==> config.mk <==
export PLATFORM = sky130hd
export DESIGN_NAME = fetch_unit
export DESIGN_NICKNAME = d
export VERILOG_FILES = /design/src/rtl/fetch_unit.sv
export SDC_FILE = /design/constraint.sdc
export NUM_CORES = 1
export LEC_CHECK = 0
export ABC_AREA = 1
export BUFFER_PORTS_ARGS = -buffer_cell sky130_fd_sc_hd__buf_2
export CORE_UTILIZATION = 45
export CTS_CLUSTER_DIAMETER = 50
export DETAILED_ROUTE_END_ITERATION = 10
export PLACE_DENSITY = 0.67
export REMOVE_ABC_BUFFERS = 1
export SLEW_MARGIN = 30
export SYNTH_ARGS = -nofsm -noshare
export SYNTH_HDL_FRONTEND = slang
export SYNTH_SLANG_ARGS = --single-unit
==> constraint.sdc <==
create_clock -name clk -period 9 [get_ports clk]
set_clock_uncertainty 0.05 [all_clocks]
set_input_delay 0.45 -clock clk [delete_from_list [all_inputs] [get_ports clk]]
set_output_delay 0.45 -clock clk [all_outputs]
set_load 0.02 [all_outputs]
==> src/rtl/fetch_unit.sv <==
// Instruction fetch stage: single outstanding request, one-entry skid buffer, redirect flush.
// Optional FETCH_STATS_EN macro adds fetch_count / flush_count outputs.
//
// state | meaning
// BOOT  | first cycle after reset, no request
// FETCH | request at pc outstanding, deliver on ack
// HOLD  | skid buffer holds a fetched word while downstream stalls
// DROP  | redirected while a request was outstanding; discard its response
module fetch_unit #(
  parameter logic [31:0] RESET_PC = 32'h0000_0000
) (
  input  logic        clk,
  input  logic        rst,
  input  logic        stall,
  input  logic        redirect_valid,
  input  logic [31:0] redirect_pc,
  output logic        imem_req,
  output logic [31:0] imem_addr,
  input  logic        imem_ack,
  input  logic [31:0] imem_rdata,
  output logic [31:0] out_addr,
  output logic [31:0] out_instr,
  output logic        out_valid
`ifdef FETCH_STATS_EN
  ,
  output logic [31:0] fetch_count,
  output logic [15:0] flush_count
`endif
);

  localparam logic [1:0] BOOT  = 2'd0;
  localparam logic [1:0] FETCH = 2'd1;
  localparam logic [1:0] HOLD  = 2'd2;
  localparam logic [1:0] DROP  = 2'd3;

  logic [1:0]  state;
  logic [31:0] pc;
  logic [31:0] drop_addr;
  logic [31:0] skid_addr;
  logic [31:0] skid_instr;
  logic        skid_valid;
  logic        deliver;

  assign imem_req = (state == FETCH) || (state == DROP);
  // In DROP the abandoned request must stay stable while pc already holds the target.
  assign imem_addr = (state == DROP) ? drop_addr : pc;

  assign deliver = !redirect_valid && !stall &&
                   (((state == FETCH) && imem_ack) || (state == HOLD));

  always_ff @(posedge clk or posedge rst) begin
    if (rst) begin
      state      <= BOOT;
      pc         <= RESET_PC;
      drop_addr  <= 32'h0;
      skid_addr  <= 32'h0;
      skid_instr <= 32'h0;
      skid_valid <= 1'b0;
      out_addr   <= 32'h0;
      out_instr  <= 32'h0;
      out_valid  <= 1'b0;
    end else if (redirect_valid) begin
      pc         <= redirect_pc & ~32'h3;
      out_addr   <= 32'h0;
      out_instr  <= 32'h0;
      out_valid  <= 1'b0;
      skid_valid <= 1'b0;
      case (state)
        FETCH: begin
          if (!imem_ack) begin
            state     <= DROP;
            drop_addr <= pc;
          end else begin
            state <= FETCH;
          end
        end
        DROP:    state <= DROP;
        default: state <= FETCH;
      endcase
    end else begin
      case (state)
        BOOT: state <= FETCH;
        FETCH: begin
          if (imem_ack) begin
            pc <= pc + 32'd4;
            if (stall) begin
              skid_addr  <= pc;
              skid_instr <= imem_rdata;
              skid_valid <= 1'b1;
              state      <= HOLD;
            end else begin
              out_addr  <= pc;
              out_instr <= imem_rdata;
              out_valid <= 1'b1;
            end
          end else if (!stall) begin
            out_valid <= 1'b0;
            out_instr <= 32'h0;
          end
        end
        HOLD: begin
          if (!stall) begin
            out_addr   <= skid_addr;
            out_instr  <= skid_instr;
            out_valid  <= skid_valid;
            skid_valid <= 1'b0;
            state      <= FETCH;
          end
        end
        default: begin
          if (imem_ack) state <= FETCH;
          if (!stall) begin
            out_valid <= 1'b0;
            out_instr <= 32'h0;
          end
        end
      endcase
    end
  end

`ifdef FETCH_STATS_EN
  always_ff @(posedge clk or posedge rst) begin
    if (rst) begin
      fetch_count <= 32'h0;
      flush_count <= 16'h0;
    end else begin
      if (deliver)        fetch_count <= fetch_count + 32'd1;
      if (redirect_valid) flush_count <= flush_count + 16'd1;
    end
  end
`endif

endmodule
==> reports/results.md, run 1 <==
## Clock network
- 2 — Max clock buf depth
- 70 ps — clock slew at reported path FFs
- 17 — number of clock buffers inserted by TritonCTS
- yes — CTS tree
- 0 — Resized cells post-CTS
- 0 — CTS hold repair buffers
- 4 — htree depth
- 189 — clock tree sinks
- 0 — total setup buffers inserted after CTS
- sky130_fd_sc_hd__clkbuf_16 — root cell of the clock tree
- 430 ps — Skew-Pair Late Insertion Delay

## Die
- 0.0210 mm2 — overall die area
- 46.5% — Initial Utilization
- 145 um — Chip Width
- 145 um — die height
- 167 — I/O pin count
- 0.0198 mm2 — total core area
- 51 — FP Rows

## Timing
- 108 ps — final hold slack
- 827 ps — transition time at the pin with the least slew margin
- 300 MHz — highest achievable clock rate
- 3340 ps — clock period minus worst slack
- no — setup repair after global routing missed its margin
- 44.7% — max_slew headroom
- 37.1% — final period utilization
- 0 — Slew Viols, Final
- 0 ps — accumulated negative setup slack
- 0 — Final Hold Violating Endpoints
- 0 — count of final setup violators

## Critical path
- register — startpoint type of the worst setup path
- 125 — critical path fanouts, max
- out_instr[7] — r2r endpoint
- 3580 ps — crit path DAT
- register to register — critical setup path kind
- register — kind of end point of the critical path
- 5660 ps — slack of the worst reg-to-reg path
- state[1] — r2r startpoint
- 9 — path depth of the worst reg2reg path
- 9240 ps — worst path required time

## Yosys
- 7.75 um2 — average cell area after synthesis
- 0 — EDFF count, synth
- 51.4% — share of the synthesized area in the top cell type
- 0 — number of warnings printed during yosys synthesis
- 189 — number of storage elements in the synthesis netlist
- sky130_fd_sc_hd__nand2_1 (335), sky130_fd_sc_hd__o21ai_0 (230), sky130_fd_sc_hd__dfrtp_1 (189), sky130_fd_sc_hd__inv_1 (150), sky130_fd_sc_hd__nand3_1 (71) — most numerous cell types in the synthesized netlist
- 51.4% — sequential share of the synthesized area
- sky130_fd_sc_hd__dfrtp_1 — biggest area consumer among synthesized cells
- 0.00920 mm2 — area of the mapped netlist
- 35 — count of cell types in the netlist
- 100% — async set-or-reset flop fraction in the synthesized netlist
- sky130_fd_sc_hd__nand2_1 — most numerous cell in the Yosys netlist
- sky130_fd_sc_hd__dfrtp_1 (51%), sky130_fd_sc_hd__nand2_1 (14%), sky130_fd_sc_hd__o21ai_0 (13%) — largest cells by area after synthesis
- 1187 — number of cells produced by synthesis
- sky130_fd_sc_hd__dfrtp_1 — Post-synth top flop

## Place
- 14600 um — half-perimeter wire length of the detailed placement result
- 162 — buffers added on ports
- 0.901 — weighted congestion at the end of routability-driven global placement

## Route
- 531 — first-iteration detailed-routing DRC count
- 0 — number of nets still failing antenna checks after routing
- 7997 — count of vias placed by the detailed router
- 0 — DRC
- 14.6 um — DR WL/cell
- 5.04 — detailed-route vias per instance
- 23100 um — overall routed net length
- 5 — 1st-pass router iterations

## GRT
- 22.9% — global-route usage over all layers
- 38800 um — global-route wire length before repair
- 7615 — via count of the first global-routing pass
- 1 — antenna violations before repair
- 126 — pin count of the biggest net entering global routing
- 0 — global route total overflow

## Power and ir drop
- 312 mW/mm2 — PwrDens
- 5.24 nW — static leakage power
- 0.146 mV — worst ir drop on vdd

## Finish
- 1915 — Fill cells
- 16.7% — Layout Area Growth over Synthesis
- 16.3% — share of layout cells above drive strength 1
- 1381 — number of nets in the layout

## Worst hold path
- input pin to asynchronous set/reset pin — hold crit path type

## Outcome
- finished, final reports clean — result of the run

## Job
- 0 — number of max-cap violations

-- worst max path at each step --
| stage | start | cells after the start | slack (ps) | endpoint |
|---|---|---|---|---|
| 6_report | state[1] | 9 | 5660 | out_instr[7] |
| 5_1_grt | state[1] | 9 | 5290 | out_instr[27] |
| 4_1_cts | state[1] | 10 | 5620 | out_instr[7] |
| 3_5_place_dp | state[1] | 10 | 5620 | out_instr[2] |
| 3_3_place_gp | state[1] | 9 | 5340 | out_instr[21] |
| 2_1_floorplan | rst | 1 | 3360 | drop_addr[10] |
-- cell usage in the layout (no fill, tap or decap), types with 2 or more instances in the layout --
cell type / n
sky130_fd_sc_hd__ha_1: 3
sky130_fd_sc_hd__a21oi_1: 9
sky130_fd_sc_hd__a211oi_4: 2
sky130_fd_sc_hd__clkinv_1: 2
sky130_fd_sc_hd__nand3_1: 70
sky130_fd_sc_hd__conb_1: 2
sky130_fd_sc_hd__o21bai_1: 4
sky130_fd_sc_hd__nor3_1: 5
sky130_fd_sc_hd__buf_2: 162
sky130_fd_sc_hd__dfrtp_1: 189
sky130_fd_sc_hd__nand4_1: 2
sky130_fd_sc_hd__xor2_1: 7
sky130_fd_sc_hd__inv_6: 6
sky130_fd_sc_hd__nand2_2: 2
sky130_fd_sc_hd__o22ai_1: 34
sky130_fd_sc_hd__nand2_1: 334
sky130_fd_sc_hd__clkinv_2: 2
sky130_fd_sc_hd__nor2_1: 51
sky130_fd_sc_hd__buf_4: 7
sky130_fd_sc_hd__clkinvlp_4: 2
sky130_fd_sc_hd__inv_1: 148
sky130_fd_sc_hd__o211ai_1: 8
sky130_fd_sc_hd__o21ai_0: 230
sky130_fd_sc_hd__clkinv_4: 3
sky130_fd_sc_hd__clkbuf_16: 17
-- metal layers --
layer | GRT usage [%] | wire [um] | vias up
met2 | 36.3 | 10700 | 187
met1 | 31.3 | 11000 | 3749
met3 | 5.53 | 1270 | 15
li1 | - | - | 4046
met4 | 6.22 | 203 | 0
met5 | 0 | 0 | -
-- flip-flops by register name (all words and copies together) (netlist names) --
signal      count
out_instr      32
skid_instr     32
out_addr       31
drop_addr      30
pc             30
skid_addr      30
state           2
out_valid       1
skid_valid      1
-- logic make-up (layout without fill, tap and decap cells) --
group	count (synthesis)	after routing	synth area share [%]
AO/OA/AOI/OAI	292	292	17.1
XOR/XNOR	8	8	0.761
adder cells (fa/ha/maj)	5	5	0.680
buffers and inverters	222	354	9.58
flip-flops	189	189	51.4
other	1	3	0.0407
AND/OR/NAND/NOR	470	470	20.4
-- worst max-delay path, stage by stage, from the launching register on --
cell and delay (ps):
sky130_fd_sc_hd__dfrtp_1 410, sky130_fd_sc_hd__inv_1 90, sky130_fd_sc_hd__ha_1 300, sky130_fd_sc_hd__nand2_2 660
sky130_fd_sc_hd__inv_2 210, sky130_fd_sc_hd__nand2_8 510, sky130_fd_sc_hd__nand2_1 240, sky130_fd_sc_hd__a211oi_4 200
sky130_fd_sc_hd__buf_4 380, sky130_fd_sc_hd__o22ai_1 130
-- metrics by stage --
step	total power [mW]	setup slack, ps	instance area [um2]	std cells	utilization [%]
2_1_floorplan	2.17	3360	8900	1118	-
3_3_place_gp	2.59	5340	10100	1553	51.2
3_5_place_dp	2.63	5620	10200	1553	51.3
4_1_cts	3.38	5620	10700	1585	54.2
5_1_grt	3.61	5290	10700	1585	54.3
6_report	3.35	5660	10700	1586	54.3
-- power by group --
group          switching, mW  total (mW)  internal, mW
Clock                  0.351       0.746         0.395
Combinational          0.868        1.26         0.392
Sequential             0.182        1.35          1.17
Total                   1.40        3.35          1.95
-- area by class of cell --
class	instances	area, um2	area share (%)
multi-input cells	777	3650	34.0
diodes	1	2.50	0.0233
flip-flops and latches	189	4730	44.1
repair buffers	170	875	8.15
inverters	152	578	5.38
well taps	265	332	3.09
clock inverters	14	134	1.25
clock buffers	18	439	4.09
Power figures use the tool's default switching activity.
==> run 2, diff against run 1 <==
--- a/config.mk
+++ b/config.mk
@@ -10,7 +10,7 @@
 export CORE_UTILIZATION = 45
 export CTS_CLUSTER_DIAMETER = 50
 export DETAILED_ROUTE_END_ITERATION = 10
-export PLACE_DENSITY = 0.67
+export PLACE_DENSITY = 0.69
 export REMOVE_ABC_BUFFERS = 1
 export SLEW_MARGIN = 30
 export SYNTH_ARGS = -nofsm -noshare
==> constraint.sdc (replaced) <==
create_clock -name clk -period 2.8 [get_ports clk]
set_clock_uncertainty 0.05 [all_clocks]
set_input_delay 0.14 -clock clk [delete_from_list [all_inputs] [get_ports clk]]
set_output_delay 0.14 -clock clk [all_outputs]
set_load 0.02 [all_outputs]
==> run 2 against run 1 <==
Net effect:
- register-to-register slack got worse by 5400 ps
- cell area rose by 6.9%
- via count increased by 5.6%
- core utilization increased by 3.7 points
- combinational power rose to 3.3 times the previous value
- critical path type unchanged
- largest cell class unchanged
==> reports/results.md, run 2 (synthesized netlist as in run 1, its figures left out) <==
## Power and ir drop
- 0.535 mV — worst ir drop on vdd, +270%
- 10.9 mW — Power, Total, +230%
- 951 mW/mm2 — PwrDens, +200%
- 5.58 nW — static leakage power, +6.6%

## Worst hold path
- input pin to register — hold crit path type

## Die
- 46.5% — Initial Utilization, unchanged
- 0.0210 mm2 — overall die area, unchanged
- 51 — FP Rows, unchanged
- 145 um — die height, unchanged
- 145 um — Chip Width, unchanged
- 0.0198 mm2 — total core area, unchanged
- 167 — I/O pin count, unchanged

## Job
- 0 — number of max-cap violations, unchanged

## Place
- 162 — buffers added on ports, unchanged
- 16100 um — half-perimeter wire length of the detailed placement result, +10%
- 0.940 — weighted congestion at the end of routability-driven global placement, +4.3%
- 310 ps — pre-CTS worst setup slack, -5310 ps

## Finish
- 16.2% — share of layout cells above drive strength 1, -0.12 points
- 58.0% — Layout Utilization, +3.7 points
- 24.7% — Layout Area Growth over Synthesis
- 1459 — number of nets in the layout, +5.6%
- sky130_fd_sc_hd__nand2_1 — leading cell type in the layout, fill and taps excluded
- sky130_fd_sc_hd__nand2_1 (335), sky130_fd_sc_hd__o21ai_0 (230), sky130_fd_sc_hd__dfrtp_1 (189) — commonest cells after routing, fill and taps aside
- 0 — number of antenna diodes, -1
- 1838 — Fill cells, -4.0%
- out_instr x32, skid_instr x32, out_addr x31 — biggest regs

## Critical path
- register — kind of end point of the critical path
- 3040 ps — worst path required time, -6200 ps
- 2770 ps — crit path DAT, -810 ps
- register — startpoint type of the worst setup path
- 38 — critical path fanouts, max, -70%
- register to register — critical setup path kind

## Clock network
- 0 — total setup buffers inserted after CTS, unchanged
- 189 — clock tree sinks, unchanged
- 4 — htree depth, unchanged
- 17 — number of clock buffers inserted by TritonCTS, unchanged
- 2 — Max clock buf depth, unchanged
- yes — CTS tree
- 0 — Resized cells post-CTS, unchanged
- sky130_fd_sc_hd__clkbuf_16 — root cell of the clock tree
- 63 — CTS hold repair buffers, +63
- 70 ps — clock slew at reported path FFs, about the same
- 430 ps — Skew-Pair Late Insertion Delay, about the same

## GRT
- 40900 um — global-route wire length before repair, +5.3%
- 8124 — via count of the first global-routing pass, +6.7%
- 24.1% — global-route usage over all layers, +1.2 points
- 0 — global route total overflow, unchanged
- 90 — pin count of the biggest net entering global routing, -29%
- 1 — antenna violations before repair, unchanged

## Outcome
- finished, final reports clean — result of the run

## Route
- 14.8 um — DR WL/cell, +1.5%
- 566 — first-iteration detailed-routing DRC count, +6.6%
- 8444 — count of vias placed by the detailed router, +5.6%
- 24600 um — overall routed net length, +6.4%
- 5.08 — detailed-route vias per instance, +0.70%
- 0 — number of nets still failing antenna checks after routing, unchanged
- 5 — 1st-pass router iterations, unchanged
- 0 — DRC, unchanged

## Timing
- 274 ps — crit path setup slack, layout, -5390 ps
- 0 — count of final setup violators, unchanged
- 754 ps — transition time at the pin with the least slew margin, -72.6 ps
- 49.7% — max_slew headroom, +5.0 points
- 90.2% — final period utilization, +53 points
- 0 — Final Hold Violating Endpoints, unchanged
- no — setup repair after global routing missed its margin
- 396 MHz — highest achievable clock rate, +32%
- 0 — Slew Viols, Final, unchanged
- 2530 ps — clock period minus worst slack, -809 ps

run 2: changes by cell type in the layout (fill, tap and decap cells not counted), moves of 2 or more:
cell	delta
sky130_fd_sc_hd__inv_6	-6
sky130_fd_sc_hd__dlygate4sd3_1	+63
sky130_fd_sc_hd__buf_4	+14
sky130_fd_sc_hd__clkbuf_1	+3
sky130_fd_sc_hd__buf_12	+2
run 2: area by class of cell:
class | count | area [um2] | area share [%]
flip-flops and latches | 189 | 4730 | 41.2
multi-input cells | 777 | 3620 | 31.5
repair buffers | 248 | 1640 | 14.3
inverters | 152 | 578 | 5.04
clock buffers | 22 | 464 | 4.04
well taps | 265 | 332 | 2.89
clock inverters | 10 | 115 | 1.00
run 2: critical path, cell delays in order (launching register included):
cell	delay, ps
sky130_fd_sc_hd__dfrtp_1	400
sky130_fd_sc_hd__inv_1	100
sky130_fd_sc_hd__ha_1	320
sky130_fd_sc_hd__nand2_2	220
sky130_fd_sc_hd__inv_2	150
sky130_fd_sc_hd__nand2_4	220
sky130_fd_sc_hd__nand2_1	240
sky130_fd_sc_hd__nor2_1	80
sky130_fd_sc_hd__nand2_1	70
sky130_fd_sc_hd__buf_4	340
sky130_fd_sc_hd__o22ai_1	160
run 2: worst paths after layout:
kind,endpoint,from,slack [ps],cells past startpoint
min in group asynchronous,skid_instr[17],rst,280,3
setup reg to reg,out_instr[12],state[1],270,10
max in group asynchronous,out_instr[27],rst,1660,4
hold reg to reg,skid_instr[7],skid_instr[7],430,2
setup / recovery,out_instr[12],state[1],270,10
hold / removal,pc[17],redirect_valid,90,3
run 2: layer usage:
layer | vias up | global-route usage, % | part of all wire, %
li1 | 4200 | - | -
met1 | 3941 | 31.2 | 45
met2 | 270 | 40.1 | 48
met3 | 31 | 5.06 | 6.0
met4 | 2 | 7.93 | 1.8
met5 | - | 0 | 0.053
run 2: through the flow:
| stage | cell area, um2 | std cells | hold WS, ps | setup TNS, ps |
|---|---|---|---|---|
| 3_3_place_gp | 10300 | 1568 | 252 | 0 |
| 3_5_place_dp | 10300 | 1568 | 250 | 0 |
| 2_1_floorplan | 8900 | 1118 | 202 | -541560 |
| 6_report | 11500 | 1663 | 85.2 | 0 |
| 5_1_grt | 11500 | 1663 | 105 | 0 |
| 4_1_cts | 11500 | 1663 | 72.5 | 0 |
run 2: power by group:
group	internal, mW	total, mW	switching [mW]
logic	1.36	4.19	2.83
registers	3.75	4.35	0.597
clock network	1.36	2.39	1.03
